[src/rtl/vedic_mult_pipe.sv]
// Three-stage pipelined unsigned WIDTH x WIDTH Urdhva Tiryagbhyam multiplier
// with valid/ready handshake on both sides and a single global advance.
module vedic_mult_pipe #(
    parameter int unsigned WIDTH = 8
) (
    input  logic                 clk,
    input  logic                 rst_n,
    input  logic                 in_valid,
    output logic                 in_ready,
    input  logic [WIDTH-1:0]     a,
    input  logic [WIDTH-1:0]     b,
    output logic                 out_valid,
    input  logic                 out_ready,
    output logic [2*WIDTH-1:0]   p,
    output logic                 pipe_empty
);

    localparam int unsigned H  = WIDTH / 2;
    localparam int unsigned PW = 2 * WIDTH;
    localparam int unsigned MW = WIDTH + 1;

    // operand halves
    logic [H-1:0] a_hi, a_lo, b_hi, b_lo;

    // stage 1: crosswise sub-products
    logic             v1_q, v1_d;
    logic [WIDTH-1:0] ll1_q, ll1_d, lh1_q, lh1_d, hl1_q, hl1_d, hh1_q, hh1_d;

    // stage 2: crosswise sum plus pass-through
    logic             v2_q, v2_d;
    logic [MW-1:0]    mid2_q, mid2_d;
    logic [WIDTH-1:0] ll2_q, ll2_d, hh2_q, hh2_d;

    // stage 3: final product
    logic             v3_q, v3_d;
    logic [PW-1:0]    p3_q, p3_d;

    logic adv;

    assign a_hi = a[WIDTH-1:H];
    assign a_lo = a[H-1:0];
    assign b_hi = b[WIDTH-1:H];
    assign b_lo = b[H-1:0];

    // the whole pipe moves together whenever the output slot can be vacated
    assign adv        = !v3_q || out_ready;
    assign in_ready   = adv;
    assign out_valid  = v3_q;
    assign p          = p3_q;
    assign pipe_empty = !(v1_q || v2_q || v3_q);

    // next-state for all stages: hold by default, shift on adv
    always_comb begin
        v1_d   = v1_q;
        ll1_d  = ll1_q;
        lh1_d  = lh1_q;
        hl1_d  = hl1_q;
        hh1_d  = hh1_q;
        v2_d   = v2_q;
        mid2_d = mid2_q;
        ll2_d  = ll2_q;
        hh2_d  = hh2_q;
        v3_d   = v3_q;
        p3_d   = p3_q;
        if (adv) begin
            v1_d   = in_valid;
            ll1_d  = WIDTH'(a_lo) * WIDTH'(b_lo);
            lh1_d  = WIDTH'(a_lo) * WIDTH'(b_hi);
            hl1_d  = WIDTH'(a_hi) * WIDTH'(b_lo);
            hh1_d  = WIDTH'(a_hi) * WIDTH'(b_hi);

            v2_d   = v1_q;
            mid2_d = MW'(lh1_q) + MW'(hl1_q);
            ll2_d  = ll1_q;
            hh2_d  = hh1_q;

            v3_d   = v2_q;
            p3_d   = {hh2_q, ll2_q} + (PW'(mid2_q) << H);
        end
    end

    // pipeline registers with synchronous active-low clear
    always_ff @(posedge clk) begin
        if (!rst_n) begin
            v1_q   <= 1'b0;
            ll1_q  <= '0;
            lh1_q  <= '0;
            hl1_q  <= '0;
            hh1_q  <= '0;
            v2_q   <= 1'b0;
            mid2_q <= '0;
            ll2_q  <= '0;
            hh2_q  <= '0;
            v3_q   <= 1'b0;
            p3_q   <= '0;
        end else begin
            v1_q   <= v1_d;
            ll1_q  <= ll1_d;
            lh1_q  <= lh1_d;
            hl1_q  <= hl1_d;
            hh1_q  <= hh1_d;
            v2_q   <= v2_d;
            mid2_q <= mid2_d;
            ll2_q  <= ll2_d;
            hh2_q  <= hh2_d;
            v3_q   <= v3_d;
            p3_q   <= p3_d;
        end
    end

endmodule

[config.mk]
export PLATFORM = sky130hd
export DESIGN_NAME = vedic_mult_pipe
export DESIGN_NICKNAME = d
export VERILOG_FILES = /design/src/rtl/vedic_mult_pipe.sv
export SDC_FILE = /design/constraint.sdc
export NUM_CORES = 1
export LEC_CHECK = 0
export CORE_MARGIN = 2
export CORE_UTILIZATION = 30
export CTS_CLUSTER_DIAMETER = 100
export DETAILED_ROUTE_END_ITERATION = 6
export GPL_TIMING_DRIVEN = 0
export SLEW_MARGIN = 20
export SYNTH_ARGS = -nofsm -noshare
export SYNTH_HDL_FRONTEND = slang
export SYNTH_SLANG_ARGS = --single-unit
[constraint.sdc]
create_clock -name clk -period 9.1 [get_ports clk]
set_input_delay 2.73 -clock clk [delete_from_list [all_inputs] [get_ports clk]]
set_output_delay 2.73 -clock clk [all_outputs]
set_load 0.03 [all_outputs]
==> impl.org <==
** Logic synthesis
- Ranked by total cell area, the synthesized netlist is headed by dfxtp_1 (30%), ha_1 (16%), nand2_1 (7.6%), fa_1 (7.1%), a21oi_1 (5.8%).
- Summing every instance area after synthesis gives 5106 sq um.
- After synthesis the netlist holds a flip-flop and latch count of 76.
- Yosys mapped a number of flops with a built-in enable equal to 0.
- After synthesis, the netlist uses 46 different library cells.
- Gate count after technology mapping :: 612
- Mean area per synthesized cell :: 8.343 sq um
- In the synthesized netlist the dominant register cell turns out to be dfxtp_1.
- Yosys synthesis warning count :: 0
- The number of nets in the synthesized netlist is 715.
- Fraction of synthesized cell area taken by the top area cell type :: 29.80%
- dfxtp_1 takes more of the synthesized area than any other cell.
- Async S/R FF share, synth :: 0%
- Portion of the post-synthesis area used by sequential elements :: 29.80%

** Timing
- Headroom to the max-slew limit :: 52.92%
- After routing, the total negative slack on setup checks comes to 0 ps.
- Hold violation count in the final report :: 0
- For the pin with the worst max-slew slack, the measured transition is 706.2 ps.
- The final count of pins violating max slew came to 0.
- Final-report setup violation count :: 0
- Achievable frequency :: 132.3 MHz
- Setup repair after global routing missed its margin :: false
- Across the routed clock network, the largest skew measured is 7.297 ps.
- Clock period minus worst slack :: 7559 ps
- In the finished design, the share of the clock period the worst path needs comes to 83.07%.

** Critical path
- In this run the worst path has a maximum fanout of 10.
- Setup slack on the worst reg-to-reg path comes out at 6880 ps.
- Measured in cells, the most critical reg-to-reg path has a length of 8.
- At the worst endpoint, the arrival time is 4830 ps.
- Critical Path Start :: out_ready
- Crit path launch type :: input port
- The worst setup path is of the input port to output port kind.
- The worst setup path is captured at an output port.
- The worst register-to-register path begins at ll2_q[4].
- WP data required :: 6370 ps
- The endpoint identified for the worst register-to-register timing path is p[14].

** Clocking
- CTS max path bufs :: 2
- The clock net in this run drives a total of 76 sinks.
- Worst-Skew Late Latency :: 340 ps
- Hold Buf Count CTS :: 0
- Counting the buffers created by CTS gives 9.
- Post-CTS sizing :: 0
- The clock tree synthesis step divided the H-tree into 3 levels.
- Post-CTS timing repair inserted 0 buffers for setup.
- After clock tree synthesis, the clock-pin slew on the worst setup and hold paths is 60 ps.
- Clk Tree Root Cell :: clkbuf_16
- TritonCTS clock tree :: yes

** Routing
- Detailed-route DRC error count :: 0
- Dividing the detail-routed via count by the number of cells gives 4.966.
- Vias :: 4,400
- The final layout contains routed wiring with a total length of 13,430 microns.
- For this run, the detailed router's first-pass iteration total came to 5.
- Dividing the detail-routed wire length by the instance count gives 15.15 microns.
- Post-route ant nets :: 0
- Drt first-iter violations :: 189

** Power
- Cell-internal power :: 0.6926 mW
- Logic gate share of total power :: 25.8%
- Power Density :: 165.6 nW/um^2
- Summing internal, switching and leakage power gives 1.003 mW.
- Of the total power, the share spent switching nets is 30.95%.
- Per report_power, the sequential group accounts for 38.8% of the total.
- Switching power total :: 0.3104 mW
- Peak supply drop :: 0.00008726 V
- Of the total power, the clock network draws 35.4%.
- Leakage component of the power :: 2.603 nW

** GRT
- The first global-routing pass estimated 21,620 microns of wire.
- Entering global routing, the biggest net connects 14 pins.
- For met2 alone, demand over resource in global routing was 23.41%.
- Layer carrying the most global-route usage :: met2
- All-Layer GR Usage :: 15.30%
- In the global route stage, met1 resource usage came out at 22.50%.
- Aggregate global routing overflow :: 0
- The number of global-route vias before repair is 4,106.
- Met3 usage in global routing :: 2.290%
- Initial antenna violation count :: 0

** Final layout
- Commonest non-fill, non-tap cells in the layout :: nand2_1 (104), dfxtp_1 (76), ha_1 (65), a21oi_1 (59), and2_1 (45)
- Most common cell after layout, fill and taps aside :: nand2_1
- 0 antenna diodes ended up in the layout.
- Final nets :: 764
- Cells fill 36.52% of the core in the end.
- Cells with a size suffix above 1 make up 4.955% of the layout.
- Syn-to-layout area delta :: 18.60%

** Die
- From left edge to right edge, the die measures 134.5 microns.
- Core region area :: 16,580 sq um
- The initial utilization of the core area, before any placement, comes to 30.79%.
- Number of placed I/O pins :: 39
- The die covers 18,080 sq um.
- After floorplanning, the core was divided into 47 placement rows.
- Vertical die dimension :: 134.5 microns

** Placed design
- After legalization and detailed placement, the total HPWL measured 10,120 microns.
- The congestion estimate from routability-driven global placement came to 0.8076.
- Number of input and output port buffers inserted :: 38

** Flow run
- MaxCap Viol Count :: 0

** Min path
- Hold_sp :: p[2]
- Hold worst-path end :: p[2]
- Hold Path Stages :: 2
- In this run the worst hold path is classified as flip-flop to flip-flop.

** Status
- The run finished with clean final reports.
## cell usage after synthesis (all sizes together), types with 3 or more instances
| master | instances |
|---|---|
| ha | 65 |
| nand3 | 24 |
| a21oi | 59 |
| nor2b | 4 |
| o211ai | 9 |
| nand4b | 10 |
| buf | 15 |
| and2 | 45 |
| nor4b | 5 |
| nor2 | 29 |
| and4 | 3 |
| inv | 26 |
| a31oi | 7 |
| nand4 | 4 |
| xnor2 | 3 |
| xor2 | 8 |
| a21o | 12 |
| nor3 | 7 |
| clkbuf | 14 |
| dfxtp | 76 |
| fa | 18 |
| nand2 | 104 |
| o21ai | 24 |
| a211oi | 15 |
## state kept, by name, indices dropped and copies added (netlist names)
signal     count
hh1_q          8
hh2_q          8
hl1_q          8
lh1_q          8
ll1_q          8
ll2_q          8
mid2_q         9
out_valid      1
p             16
v1_q           1
v2_q           1
## layer usage
layer  up-vias  wire, microns
li1       2241              -
met1      2049           7042
met2       103           5711
met3         7            535
met4         0            138
met5         -              0
## power groups by stage
stage               logic, mW  registers (mW)  clock network [mW]
floorplan               0.166           0.403                   0
global placement        0.255           0.395                   0
detailed placement      0.256           0.396                   0
CTS                     0.259           0.389               0.360
global route            0.290           0.394               0.374
finish                  0.259           0.389               0.355
## kinds of logic after synthesis
group | synth area share, %
compound gates | 16.64
xor+xnor | 1.887
fa+ha+maj | 22.98
buf+inv | 4.386
flops | 29.80
mux | 0.6126
simple gates | 23.69
## critical path: stages
cell	delay, ps
clkdlybuf4s50_1	450
nor2b_1	40
buf_2	160
inv_1	130
buf_2	230
buf_2	330
clkdlybuf4s50_1	750
## layout make-up
cell class                 count  area (sq um)
sequential                    76          1521
timing repair buffer          38         380.4
fill                        1804         10530
tap                          220         275.3
clock buffer                  10         229.0
buffer                        29         126.4
inverter                      26         97.59
clock inverter                 6         65.06
multi-input combinational    481          3361
## stage by stage
stage               hold WS (ps)  cell area [sq um]  instances  setup WS (ps)
global placement           441.1               5762        870           1567
detailed placement         447.0               5762        870           1554
floorplan                  432.1               5106        612           2961
finish                     451.2               6056        886           1541
global route               472.8               6056        886           1463
CTS                        451.8               6056        886           1543
## worst max-delay path by stage
stage | end | slack [ps] | cells after the start
6_report | in_ready | 1540 | 7
5_1_grt | in_ready | 1460 | 7
4_1_cts | in_ready | 1540 | 7
3_5_place_dp | in_ready | 1550 | 7
3_3_place_gp | in_ready | 1570 | 7
2_1_floorplan | in_ready | 2960 | 5
No activity file was read; power rests on OpenSTA's default activity.
